### config.mk
export PLATFORM = sky130hd
export DESIGN_NAME = tblk_crc_framer
export DESIGN_NICKNAME = d
export VERILOG_FILES = /design/src/rtl/tx_pkg.sv /design/src/rtl/crc16_ccitt_byte.sv /design/src/rtl/tblk_crc_framer.sv
export SDC_FILE = /design/constraint.sdc
export NUM_CORES = 1
export LEC_CHECK = 0
export CAP_MARGIN = 20
export CORE_MARGIN = 10
export CORE_UTILIZATION = 51
export DETAILED_ROUTE_END_ITERATION = 8
export PLACE_DENSITY = 0.73
export SYNTH_ARGS = -nofsm -noshare
export SYNTH_HDL_FRONTEND = slang
export SYNTH_SLANG_ARGS = --single-unit
### constraint.sdc
create_clock -name clk -period 2.99 [get_ports clk]
set_input_delay 0.598 -clock clk [delete_from_list [all_inputs] [get_ports clk]]
set_output_delay 0.598 -clock clk [all_outputs]
set_load 0.02 [all_outputs]
### src/rtl/tx_pkg.sv
// Shared Tx-path definitions: framer FSM states and the CRC-16/CCITT-FALSE byte step.
package tx_pkg;

  typedef enum logic [2:0] {
    S_SYNC0,
    S_SYNC1,
    S_SEQ,
    S_PAY,
    S_CRC0,
    S_CRC1
  } state_t;

  localparam logic [15:0] CRC16_POLY = 16'h1021;

  // One byte of CRC-16, MSB first, no reflection, no final XOR.
  function automatic logic [15:0] crc16_byte(input logic [15:0] crc, input logic [7:0] d);
    logic [15:0] c;
    c = crc ^ {d, 8'h00};
    for (int unsigned i = 0; i < 8; i++) begin
      c = c[15] ? ({c[14:0], 1'b0} ^ CRC16_POLY) : {c[14:0], 1'b0};
    end
    return c;
  endfunction

endpackage

### src/rtl/crc16_ccitt_byte.sv
// Combinational CRC-16/CCITT-FALSE update for one byte per cycle; shared with the Rx deframer.
module crc16_ccitt_byte
  import tx_pkg::*;
(
  input  logic [15:0] crc,
  input  logic [7:0]  data,
  output logic [15:0] crc_next
);

  // Single-byte CRC step
  always_comb begin
    crc_next = crc16_byte(crc, data);
  end

endmodule

### src/rtl/tblk_crc_framer.sv
// Frames fixed-size payload blocks as SYNC(2) SEQ(1) payload CRC(2) toward the modulator.
// Payload passes through with zero latency; upstream is stalled during header and CRC bytes.
module tblk_crc_framer
  import tx_pkg::*;
#(
  parameter int unsigned size_tblck = 480,
  parameter logic [15:0] SYNC_WORD  = 16'hA5C3,
  parameter logic [15:0] CRC_INIT   = 16'hFFFF
) (
  input  logic       clk,
  input  logic       rst,
  input  logic       ival,
  input  logic [7:0] idata,
  output logic       oreq,
  input  logic       ireq,
  output logic       oval,
  output logic [7:0] odata
);

  localparam int unsigned CW = (size_tblck > 1) ? $clog2(size_tblck) : 1;
  localparam logic [CW-1:0] LAST = CW'(size_tblck - 1);

  state_t      state;
  logic [CW-1:0] cnt;
  logic [7:0]  seq;
  logic [15:0] crc;
  logic [15:0] crc_next;
  logic        pay_beat;

  crc16_ccitt_byte u_crc (
    .crc      (crc),
    .data     (idata),
    .crc_next (crc_next)
  );

  assign pay_beat = (state == S_PAY) && ival && ireq;

  // Frame sequencing, payload byte count, sequence number and running CRC
  always_ff @(posedge clk) begin
    if (rst) begin
      state <= S_SYNC0;
      cnt   <= '0;
      seq   <= '0;
      crc   <= CRC_INIT;
    end else begin
      unique case (state)
        S_SYNC0: if (ireq) state <= S_SYNC1;
        S_SYNC1: if (ireq) state <= S_SEQ;
        S_SEQ:   if (ireq) state <= S_PAY;
        S_PAY: begin
          if (pay_beat) begin
            crc <= crc_next;
            if (cnt == LAST) begin
              cnt   <= '0;
              state <= S_CRC0;
            end else begin
              cnt <= cnt + 1'b1;
            end
          end
        end
        S_CRC0:  if (ireq) state <= S_CRC1;
        S_CRC1: begin
          if (ireq) begin
            state <= S_SYNC0;
            crc   <= CRC_INIT;
            seq   <= seq + 8'd1;
          end
        end
        default: state <= S_SYNC0;
      endcase
    end
  end

  // Output mux: header/CRC bytes from registers, payload straight through
  always_comb begin
    oval  = 1'b0;
    oreq  = 1'b0;
    odata = '0;
    if (!rst) begin
      unique case (state)
        S_SYNC0: begin oval = 1'b1; odata = SYNC_WORD[15:8]; end
        S_SYNC1: begin oval = 1'b1; odata = SYNC_WORD[7:0];  end
        S_SEQ:   begin oval = 1'b1; odata = seq;             end
        S_PAY: begin
          oval  = ival;
          odata = idata;
          oreq  = ireq;
        end
        S_CRC0:  begin oval = 1'b1; odata = crc[15:8]; end
        S_CRC1:  begin oval = 1'b1; odata = crc[7:0];  end
        default: begin oval = 1'b0; odata = '0; end
      endcase
    end
  end

endmodule

==> run_results.csv <==
group,metric,value,unit
placement,numPortBuffers,21,
logic_synthesis,syn-num-nets,251,
logic_synthesis,synth-edff-count,0,
timing,clock.fmax,357,MHz
power,cellPowerDensity,412,mW/mm^2
logic_synthesis,syn_area,0.00207,sq mm
routing,vias_per_cell,5.41,
power,p_leak,0.000852,uW
logic_synthesis,yosysTopAreaCell,"dfxtp_1",
logic_synthesis,syn_inst,237,
power,switching_share,25.4,%
power,vdd_drop_max,0.267,mV
placement,hpwl,3530,um
clocking,clock_latency,0.29,ns
placement,placed_cells,300,
timing,relSlewSlack,61.1,%
logic_synthesis,synth-main-ff-cell,"dfxtp_1",
logic_synthesis,ys_seq_area_share,34.7,%
timing,rsz0062_at_grt,"no",
placement,globalplace.congestion,0.829,
routing,route.detailed.drc,0,
logic_synthesis,ys_ff_latch,36,
floorplanning,ios,22,
power,p_comb_share,14.6,%
clocking,cts.sinks,36,
final_layout,fillers,358,
status,outcome,"complete, no violations",
timing,setup_viol,0,
floorplanning,core,0.00397,sq mm
routing,post_drt_wl_per_cell,15.6,um
clocking,postCtsHoldBufs,0,
final_layout,diodes,0,
worst_setup_path,start_kind,"register",
clocking,cts_buffers,5,
power,p_clk_share,36.3,%
routing,firstDrtPassIters,4,
power,p_switching,252,uW
global_route,grt_pass1_wl,8200,um
floorplanning,initial_core_util,52.2,%
routing,drt_wl_total,4820,um
global_route,grt_pass1_vias,1630,
clocking,post_cts_buffers,0,
flow_run,drv_cap,0,
floorplanning,die_h,83.8,um
floorplanning,fp.dieW,83.8,um
logic_synthesis,yosysTopAreaCellShare,34.7,%
worst_setup_path,end_kind,"output pin",
clocking,clk_pin_slew,0.07,ns
global_route,grt_max_degree,25,
floorplanning,rows,23,
worst_setup_path,crit_required,2.39,ns
routing,drt_iter0_drc,116,
routing,vias,1667,
timing,period_needed,2.80,ns
logic_synthesis,ys_top_cells_by_area,"dfxtp_1 35%, xnor2_1 11%, xor2_1 5.1%",
floorplanning,die_area,0.00702,sq mm
global_route,overflow,0,
timing,finClkSkew,0.00545,ns
timing,slew_viol_final,0,
timing,worst_slew_pin_slew,0.580,ns
worst_setup_path,worstPathArrival,2.20,ns
worst_setup_path,cp_max_fo,13,
hold_path,min_path_type,"register to register",
final_layout,final_cells,308,
clocking,tritoncts,"yes",
routing,drtAntennaViolNets,0,
timing,fin_ws,0.192,ns
power,intPower,740,uW
clocking,htreeDepth,2,
power,seqPwrFrac,49.1,%
clocking,clock_path_buffers,2,
timing,timing.hold.ws,0.479,ns
global_route,antenna_found_initial,0,
logic_synthesis,ys_types,46,
placement,place_ws,0.204,ns
timing,timing.final.crit_share,93.6,%
final_layout,drive_above_1_share,8.91,%
logic_synthesis,syn_avg_cell_area,8.75,sq um
clocking,cts_resized,0,
clocking,clock_tree.root_cell,"clkbuf_8",
logic_synthesis,synth_warnings,0,
timing,fin_setup_tns,0,ns
final_layout,layout.nets,271,
worst_setup_path,crit_type,"register to output pin",
logic_synthesis,async_reset_ff_share,0,%
final_layout,syn_to_final_growth,16.2,%
global_route,grt_usage,14.1,%
final_layout,postLayoutCoreUtil,60.7,%
timing,hold_viol_final,0,
## logic make-up after synthesis
kind of cell               count (synthesis)  share of synthesized area [%]
and+or+nand+nor                           90                           24.7
muxes                                      8                           3.86
xor gates and xnor gates                  37                           15.6
DFF                                       36                           34.7
AOI/OAI and AO/OA                         46                           15.5
adders and majority gates                  2                           1.21
buffers and inverters                     18                           4.40
## layout by cell type, fill, tap and decap left out, types with 3 or more instances in the layout
cell,instances
nand3_1,6
nor3_1,5
buf_4,6
and3b_1,3
dfxtp_1,36
xor2_1,12
nand2b_1,10
mux2i_1,8
a2bb2oi_1,10
nand4_1,4
a21oi_1,12
clkdlybuf4s50_1,21
nor4_1,3
inv_1,4
xnor2_1,25
nand2_1,17
nor2_1,21
o22ai_1,8
nor2b_1,5
o22a_1,4
clkbuf_8,6
## cell usage after synthesis, types with 5 or more instances
cell,n
nor3_1,5
xor2_1,12
nand2b_1,10
nor2b_1,5
o22ai_1,8
nand2_1,17
a2bb2oi_1,10
nor2_1,21
mux2i_1,8
clkbuf_1,6
xnor2_1,25
nand3_1,6
a21oi_1,12
dfxtp_1,36
## worst max-delay path, stage by stage, from the launching register on
cell	delay (ns)
dfxtp_1	0.43
inv_1	0.27
nand2_1	0.18
o221a_2	0.33
nor2_1	0.09
clkdlybuf4s50_1	0.62
## power by group through the flow
stage                     sequential, uW  combinational, uW  clock [uW]
final                                488                145         361
after detailed placement             499                144           0
after CTS                            487                145         371
after global routing                 488                156         390
after floorplan                      496               98.8           0
after global placement               499                144           0
## final cells by class
cell class	instances	area (sq um)	share of cell area, %
Inverter	4	15.0	0.623
Clock buffer	7	86.3	3.58
Tap cell	50	62.6	2.60
Clock inverter	1	7.51	0.312
Timing Repair Buffer	27	255	10.6
Multi-Input combinational cell	183	1260	52.4
Sequential cell	36	721	29.9
## state kept, by name (all words and copies together), names as in the netlist
name	count
crc	16
seq	8
state	3
cnt	9
## through the flow
stage	area [sq um]	power, uW
5_1_grt	2410	1030
4_1_cts	2410	1000
6_report	2410	993
2_1_floorplan	2070	595
3_5_place_dp	2320	643
3_3_place_gp	2320	642
## routing by layer
metal,part of all wire (%),GRT usage (%)
met1,47,18.3
met2,47,21.9
met3,5.1,3.61
met4,0.64,4.41
met5,0,0
## final timing paths
path,startpoint,end,slack [ns],cells after the start
setup / recovery,state[2]$_SDFFE_PP0P_,odata[1],0.19,5
hold / removal,cnt[1]$_SDFFE_PP0P_,cnt[1]$_SDFFE_PP0P_,0.48,2
setup reg to reg,state[0]$_SDFFE_PP0P_,crc[8]$_SDFFE_PP1P_,0.95,5
hold reg to reg,cnt[1]$_SDFFE_PP0P_,cnt[1]$_SDFFE_PP0P_,0.48,2
No activity file was read; power rests on OpenSTA's default activity.
